### config.mk
export PLATFORM = sky130hd
export DESIGN_NAME = regfile_loader
export DESIGN_NICKNAME = d
export VERILOG_FILES = /design/src/rtl/regfile_loader.sv
export SDC_FILE = /design/constraint.sdc
export NUM_CORES = 1
export LEC_CHECK = 0
export CAP_MARGIN = 10
export CORE_UTILIZATION = 30
export DETAILED_ROUTE_END_ITERATION = 7
export HOLD_SLACK_MARGIN = 0.02
export SETUP_SLACK_MARGIN = 0.02
export SLEW_MARGIN = 20
export SYNTH_ARGS = -nofsm -noshare
export SYNTH_HDL_FRONTEND = slang
export SYNTH_SLANG_ARGS = --single-unit
### constraint.sdc
create_clock -name clk -period 2.6 [get_ports clk]
set_clock_uncertainty 0.1 [all_clocks]
set_input_delay 0.39 -clock clk [delete_from_list [all_inputs] [get_ports clk]]
set_output_delay 0.39 -clock clk [all_outputs]
set_load 0.02 [all_outputs]
### src/rtl/regfile_loader.sv
// Byte-stream loader that rewrites a block of core registers via the a3/wd3/we3 port.
// Optional trailing checksum byte: define REGFILE_LOADER_CHECKSUM_EN.
module regfile_loader #(
    parameter int START_REG = 0,
    parameter int NUM_WORDS = 32
) (
    input  logic        clk,
    input  logic        rst_n,
    input  logic        start,
    input  logic        abort,
    input  logic [7:0]  s_data,
    input  logic        s_valid,
    output logic        s_ready,
    output logic [4:0]  a3,
    output logic [31:0] wd3,
    output logic        we3,
    output logic        core_stall,
    output logic        busy,
    output logic        done,
    output logic        error
);

    typedef enum logic [2:0] {
        IDLE  = 3'd0,
        RECV  = 3'd1,
        WRITE = 3'd2,
        CHK   = 3'd3,
        DONE  = 3'd4
    } state_t;

    localparam logic [5:0] LAST = 6'(NUM_WORDS - 1);
    localparam logic [4:0] BASE = 5'(START_REG);

    state_t      r_state;
    state_t      w_next;
    logic [5:0]  r_idx;
    logic [1:0]  r_bcnt;
    logic [23:0] r_word;
    logic        w_hs;
    logic        w_start_acc;
    logic        w_last;
    logic        w_ready_d;
    logic        w_busy_d;
    logic        w_we_d;
    logic        w_done_d;

    // abort wins over a simultaneous byte handshake
    assign w_hs        = s_valid & s_ready & ~abort;
    assign w_start_acc = (r_state == IDLE) & start;
    assign w_last      = (r_idx == LAST);

    always_ff @(posedge clk or negedge rst_n) begin
        if (!rst_n) begin
            r_state <= IDLE;
        end else begin
            r_state <= w_next;
        end
    end

    always_comb begin
        w_next = r_state;
        unique case (r_state)
            IDLE: begin
                if (start) w_next = RECV;
            end
            RECV: begin
                if (abort) begin
                    w_next = IDLE;
                end else if (w_hs && r_bcnt == 2'd3) begin
                    w_next = WRITE;
                end
            end
            WRITE: begin
                if (abort) begin
                    w_next = IDLE;
                end else if (w_last) begin
`ifdef REGFILE_LOADER_CHECKSUM_EN
                    w_next = CHK;
`else
                    w_next = DONE;
`endif
                end else begin
                    w_next = RECV;
                end
            end
            CHK: begin
                if (abort) begin
                    w_next = IDLE;
                end else if (w_hs) begin
                    w_next = DONE;
                end
            end
            DONE: begin
                w_next = IDLE;
            end
            default: begin
                w_next = IDLE;
            end
        endcase
    end

    // Outputs are decoded from the next state so they register in step with it
    always_comb begin
        w_ready_d = (w_next == RECV) || (w_next == CHK);
        w_busy_d  = (w_next != IDLE);
        w_we_d    = (w_next == WRITE);
        w_done_d  = (w_next == DONE);
    end

    always_ff @(posedge clk or negedge rst_n) begin
        if (!rst_n) begin
            s_ready    <= 1'b0;
            we3        <= 1'b0;
            busy       <= 1'b0;
            core_stall <= 1'b0;
            done       <= 1'b0;
        end else begin
            s_ready    <= w_ready_d;
            we3        <= w_we_d;
            busy       <= w_busy_d;
            core_stall <= w_busy_d;
            done       <= w_done_d;
        end
    end

    always_ff @(posedge clk or negedge rst_n) begin
        if (!rst_n) begin
            r_idx  <= '0;
            r_bcnt <= '0;
            r_word <= '0;
            a3     <= '0;
            wd3    <= '0;
        end else if (w_start_acc) begin
            r_idx  <= '0;
            r_bcnt <= '0;
        end else if (r_state == RECV && w_hs) begin
            r_word <= {s_data, r_word[23:8]};
            r_bcnt <= r_bcnt + 2'd1;
            if (r_bcnt == 2'd3) begin
                wd3 <= {s_data, r_word};
                a3  <= BASE + r_idx[4:0];
            end
        end else if (r_state == WRITE && !abort) begin
            r_idx <= r_idx + 6'd1;
        end
    end

`ifdef REGFILE_LOADER_CHECKSUM_EN
    logic [7:0] r_csum;
    logic       r_error;

    always_ff @(posedge clk or negedge rst_n) begin
        if (!rst_n) begin
            r_csum  <= '0;
            r_error <= 1'b0;
        end else if (w_start_acc) begin
            r_csum  <= '0;
            r_error <= 1'b0;
        end else if (r_state == RECV && w_hs) begin
            r_csum <= r_csum + s_data;
        end else if (r_state == CHK && w_hs) begin
            r_error <= (s_data != r_csum);
        end
    end

    assign error = r_error;
`else
    assign error = 1'b0;
`endif

endmodule
==> results of run 1 <==
-- sequential cells by signal (all words and copies together) (netlist names) --
signal / cells
r_bcnt: 2
wd3: 32
a3: 5
busy: 1
s_ready: 1
r_idx: 6
r_state: 3
done: 1
r_word: 24
we3: 1
-- metal layers --
layer,up-vias,wire [um]
met5,-,0
met4,0,86
met3,9,199
met2,36,2580
met1,912,2630
li1,852,-
-- cells by family (layout without fill, tap and decap cells) --
| group | Yosys count | in the layout | synth area share |
|---|---|---|---|
| compound gates | 16 | 16 | 0.0338 |
| xor+xnor | 4 | 4 | 0.0113 |
| fa+ha+maj | 2 | 2 | 0.00806 |
| buf+inv | 11 | 77 | 0.0282 |
| flops | 76 | 76 | 0.612 |
| mux | 62 | 62 | 0.248 |
| other cells | 1 | 1 | 0.00121 |
| simple gates | 34 | 34 | 0.0572 |
-- final cells by class --
type,count,area share
Clock inverter,4,0.0240
Multi-Input combinational cell,119,0.277
Sequential cell,76,0.468
Tap cell,133,0.0409
Clock buffer,11,0.0348
Inverter,1,0.000923
Timing Repair Buffer,61,0.155
-- report_power, final --
| group | internal [mW] | leakage [nW] | switching, mW |
|---|---|---|---|
| Sequential | 1.35 | 1.02 | 0.111 |
| Clock | 0.659 | 0.116 | 0.419 |
| Combinational | 0.188 | 0.790 | 0.116 |
-- what timing repair did --
| action | in CTS | in global routing |
|---|---|---|
| hold endpoints to repair | 47 | 0 |
| resized for setup | 0 | 0 |
| hold buffers | 1 | 0 |
-- through the flow --
stage	hold slack [ns]	cell area (um2)	setup WS, ns
final	0.405	4070	0.657
after global routing	0.416	4070	0.575
after CTS	0.412	4070	0.640
after detailed placement	0.360	3820	0.307
after global placement	0.357	3820	0.327
after floorplan	-0.00559	3110	0.734
-- critical path, stage by stage (launching register included) --
cell and delay [ns]:
dfrtp_1 0.45, or3b_4 0.45, nor3_4 0.19, nand2_2 0.11
buf_4 0.20, mux2_4 0.30
-- worst max-delay path by stage --
stage	start	endpoint	slack, ns	cells after the start
2_1_floorplan	r_state[2]	r_word[23]	0.73	5
4_1_cts	r_state[2]	wd3[21]	0.64	5
3_5_place_dp	abort	wd3[21]	0.31	6
3_3_place_gp	abort	wd3[28]	0.33	6
5_1_grt	r_state[2]	wd3[30]	0.58	5
6_report	r_state[2]	wd3[22]	0.66	5
-- cell usage after synthesis (2+ instances only) --
cell type  count  area (um2)
o21ai_0        5        25.0
buf_6          4        45.0
a21oi_1        2        10.0
mux2_4        19         285
o211ai_1       2        15.0
nor2_1        14        52.6
and3_1         4        25.0
xor2_1         4        35.0
buf_4          4        30.0
mux2_2        43         484
a22o_1         2        17.5
ha_1           2        25.0
nand2_1        5        18.8
o22ai_1        2        12.5
nor2b_1        2        12.5
dfrtp_1       76        1900
o2111ai_1      2        17.5
==> summary.md, run 1 <==
| Metric | Value |
|---|---|
| H-tree depth | 3 |
| Commonest non-fill, non-tap cell in the layout | dfrtp_1 |
| Reg2reg start | r_state[2] |
| Synth async-reset ratio | 1.00 |
| Post-layout util | 0.410 |
| Setup TNS | 0 ns |
| FF+latch count, synth | between 70 and 80 |
| Placer Congestion | 0.759 |
| Crit path max fanout | 9 |
| Vias in the first global route | 1876 |
| Drt via density | roughly 4.5 |
| Post-detailed-route wirelength per cell | 13.6 um |
| Clock Root Buffer | clkbuf_8 |
| Share of cells above drive strength 1 | 0.316 |
| Port Buffers | 54 |
| Unrepaired setup endpoints after global routing | no |
| Final Slew Violations | 0 |
| Reg clk slew, reported paths | 0.09 ns |
| Core area | 9910 um2 |
| Critical path class | reg -> reg |
| CTS tree | built |
| Final setup viols | 0 |
| Met1 Use GR | 0.152 |
| Worst slew pin tran | 0.626 ns |
| CTS Sinks | between 70 and 80 |
| Netlist cell types | 31 |
| Period utilization | 0.747 |
| DRC Markers | 0 |
| Worst-case clock buffer depth | 2 |
| Crit Reg-Reg Endpoint | wd3[22] |
| Grt ovf | 0 |
| GRT Max-Usage Layer | met2 |
| Syn Inst Count | between 200 and 250 |
| DRT Wirelength | 5500 um |
| Die X | 104 um |
| Max Clock Freq | 0.515 GHz |
| Pwr Total | around 2.8 mW |
| Hpwl dp | 3640 um |
| Iter 0 DRT Violations | 59 |
| Worst Hold Launch | r_word[0] |
| Ys Warns | 0 |
| LEAKAGE | 1.93 nW |
| Number of flops mapped to enable cells by yosys | 0 |
| GRT Overall Usage | 0.114 |
| ANT cells | 0 |
| Met3 GRT Util | 0.0378 |
| Clk Latency, worst-skew pair | 0.34 ns |
| Met2 Use GR | 0.168 |
| Crit. End Element | flop |
| Worst EP required | 2.72 ns |
| Pwr Density | 700 nW/um2 |
| Via count | approximately 1800 |
| Peak VDD IR | between 200 and 300 uV |
| Hold depth | 1 |
| Relative slew margins | 0.583 |
| Sequential cell area fraction in the yosys report | 0.612 |
| Status | finished clean |
| Synth Cell Area | 3110 um2 |
| Flop-to-flop setup slack | around 0.66 ns |
| Final Hold Fails | 0 |
| FP Rows | 36 |
| Initial antenna violation count | 0 |
| Crit path DAT | approximately 2.1 ns |
| Drt first pass iters | 6 |
| Max-cap viol count | 0 |
| Worst hold path type | reg -> reg |
| Starting density of the core | 0.313 |
| Nets | between 200 and 300 |
| Crit start category | flop |
| Io pins | 56 |
| Hold endpoint | wd3[0] |
| Non-filler instance count after layout | between 400 and 500 |
| First-pass GRT wire length | 9520 um |
| Top FF cell, synth | dfrtp_1 |
| Postcts setup bufs | 0 |
| Synth-to-Final Area Change | 30.9% |
| Post-synthesis net count | about 220 |
| Avg Inst Size Synth | 15.1 um2 |
| Worst r2r path cells | 5 |
| Number of CTS-inserted buffers | 9 |
| DP Cell Count | 389 |
| Final min period | 1.94 ns |
| FF/Latch Area | 1900 um2 |
| Chip height | 104 um |
| Routed Antenna Nets | 0 |
| Die area | around 11000 um2 |
| Area occupied by multi-input gates | 1120 um2 |
| Fill count | 947 |
| Largest net degree at the start of global routing | 49 |
| Most frequent cells in the layout | 76 x dfrtp_1, 53 x clkdlybuf4s50_1, 43 x mux2_2 |
Note: power is estimated with default switching activity, not from simulation.
==> inputs of run 2 (changes only) <==
==> constraint.sdc (replaced) <==
create_clock -name clk -period 1.7 [get_ports clk]
set_clock_uncertainty 0.1 [all_clocks]
set_input_delay 0.255 -clock clk [delete_from_list [all_inputs] [get_ports clk]]
set_output_delay 0.255 -clock clk [all_outputs]
set_load 0.02 [all_outputs]
==> run 2 against run 1 <==
- the flow now finishes with violations (setup timing)
- count of clock-buffer cells in the layout shrank 1
- worst setup slack lost 0.78 ns
- total power grew 64%
- design area grew 4.9%
- register-to-register slack lost 0.78 ns
- sequential share of layout area shrank 2.2 points
- worst hold slack lost 0.17 ns
- sequential cell count is the same
- fmax grew 6.4%
- die area is the same
- non-clock buffer count grew 13
- critical path type unchanged
- largest cell class unchanged
- largest power group unchanged
==> summary.md, run 2 (synthesis gave the netlist of run 1 again) <==
| Metric | Value |
|---|---|
| Status | complete, but fails checks |
| Failing checks | setup timing |
| DRT Wirelength | 6050 um |
| Initial antenna violation count | 0 |
| Setup WS pre-CTS | -0.446 ns |
| Hpwl dp | between 4000 and 5000 um |
| Max-cap viol count | 0 |
| DP Cell Count | roughly 400 |
| Combinational power share | 0.126 |
| Chip height | 104 um |
| Vias in the first global route | ~1800 |
| Commonest non-fill, non-tap cell in the layout | dfrtp_1 |
| FP Rows | 36 |
| Peak VDD IR | 424 uV |
| Clk Latency, worst-skew pair | 0.35 ns |
| Grt ovf | 0 |
| Most frequent cells in the layout | 76 x dfrtp_1, 35 x mux2_4, 31 x dlygate4sd2_1 |
| Die X | 104 um |
| Via count | about 1800 |
| Crit start category | flop |
| Synth-to-Final Area Change | 37.3% |
| Pwr Total | 4.68 mW |
| Share of cells above drive strength 1 | 0.353 |
| Routed Antenna Nets | 0 |
| Net Sw Frac | 0.233 |
| Net Sw Power | 1.09 mW |
| Final setup viols | 62 |
| LEAKAGE | 2.36 nW |
| ANT cells | 0 |
| Iter 0 DRT Violations | 65 |
| Unrepaired setup endpoints after global routing | yes |
| Period utilization | 1.07 |
| Crit path max fanout | 11 |
| H-tree depth | 3 |
| Pwr Density | 1100 nW/um2 |
| Largest register FFs | 32 |
| Worst Slack Setup Final | -0.127 ns |
| Final min period | 1.83 ns |
| Sequential Power Share | 0.488 |
| Port Buffers | 54 |
| CTS tree | built |
| First-pass GRT wire length | 9840 um |
| Number of CTS-inserted buffers | 9 |
| GRT Overall Usage | 0.119 |
| Worst hold path type | in -> async |
| DRC Markers | 0 |
| Clock power share | 0.386 |
| Flop-to-flop setup slack | -0.13 ns |
| Non-filler instance count after layout | 419 |
| Critical path class | reg -> reg |
| Nets | 296 |
| Starting density of the core | 0.313 |
| Drt first pass iters | 4 |
| Worst-case clock buffer depth | 2 |
| Max Clock Freq | 0.547 GHz |
| Io pins | 56 |
| Worst EP required | 1.84 ns |
| Final Hold Fails | 0 |
| Top reg by flops | wd3 |
| CTS Sinks | 76 |
| Die area | 10800 um2 |
| Crit path DAT | 1.96 ns |
| Core area | between 9000 and 10000 um2 |
| Post-detailed-route wirelength per cell | between 10 and 15 um |
| Clock Root Buffer | clkbuf_8 |
| Pint | 3.59 mW |
| Largest net degree at the start of global routing | 30 |
| Biggest regs | wd3 x32, r_word x24, r_idx x6 |
| Reg clk slew, reported paths | ~0.08 ns |
| Crit. End Element | flop |
| Drt via density | 4.40 |
| Placer Congestion | 0.727 |
| Final Slew Violations | 0 |
| Setup TNS | -4.76 ns |
-- run 2: cell types whose count changed in the layout (fill, tap and decap cells not counted), moves of 3 or more --
cell	delta
dlymetal6s2s_1	+9
mux2_2	-16
mux2_4	+16
buf_4	+9
clkdlybuf4s50_1	-40
buf_6	+3
dlygate4sd2_1	+31
-- run 2: through the flow --
stage	area, um2	hold WS (ns)	utilization
final	4260	0.234	0.430
after global routing	4260	0.251	0.430
after CTS	4170	0.220	0.421
after detailed placement	3930	0.0687	0.396
after global placement	3930	0.0665	0.396
after floorplan	3140	-0.141	-
-- run 2: critical path, stage by stage, from the launching register on --
cell	delay [ns]
dfrtp_1	0.39
or3b_4	0.42
nor3_4	0.16
buf_6	0.15
clkbuf_16	0.17
mux2_2	0.34
-- run 2: what timing repair did --
action / CTS / global route
gates resized for setup: 34 / 21
cloned: 0 / 1
setup endpoints to repair: 94 / 75
hold buffers: 1 / 0
buffers inserted: 0 / 0
endpoints found under the hold margin: 60 / 0
-- run 2: final timing paths --
path	start	cells past startpoint	end
min	rst_n	2	we3
max	r_state[2]	5	r_word[5]
min in group clk	wd3[4]	1	wd3[4]
min reg2reg	wd3[4]	1	wd3[4]
max reg2reg	r_state[2]	5	r_word[5]
max in group asynchronous	rst_n	3	wd3[7]
-- run 2: layout make-up --
cell class | instances | area (um2)
fillers | 929 | 5650
flip-flops and latches | 76 | 1900
multi-input cells | 119 | 1190
repair buffers | 74 | 741
well taps | 133 | 166
clock inverters | 6 | 136
clock buffers | 10 | 128
inverters | 1 | 3.75
-- run 2: power groups by stage --
stage                     sequential, mW  clock, mW  combinational [mW]
after floorplan                     2.24          0               0.342
after global placement              2.30          0               0.514
after detailed placement            2.31          0               0.529
after CTS                           2.28       1.85               0.528
after global routing                2.33       1.93               0.642
final                               2.29       1.81               0.590
-- run 2: routing by layer --
metal,wire length [um],vias up,GRT usage
met5,0,-,0
met4,158,0,0.0765
met3,183,10,0.0239
met2,2690,33,0.170
met1,3020,921,0.163
li1,-,878,-
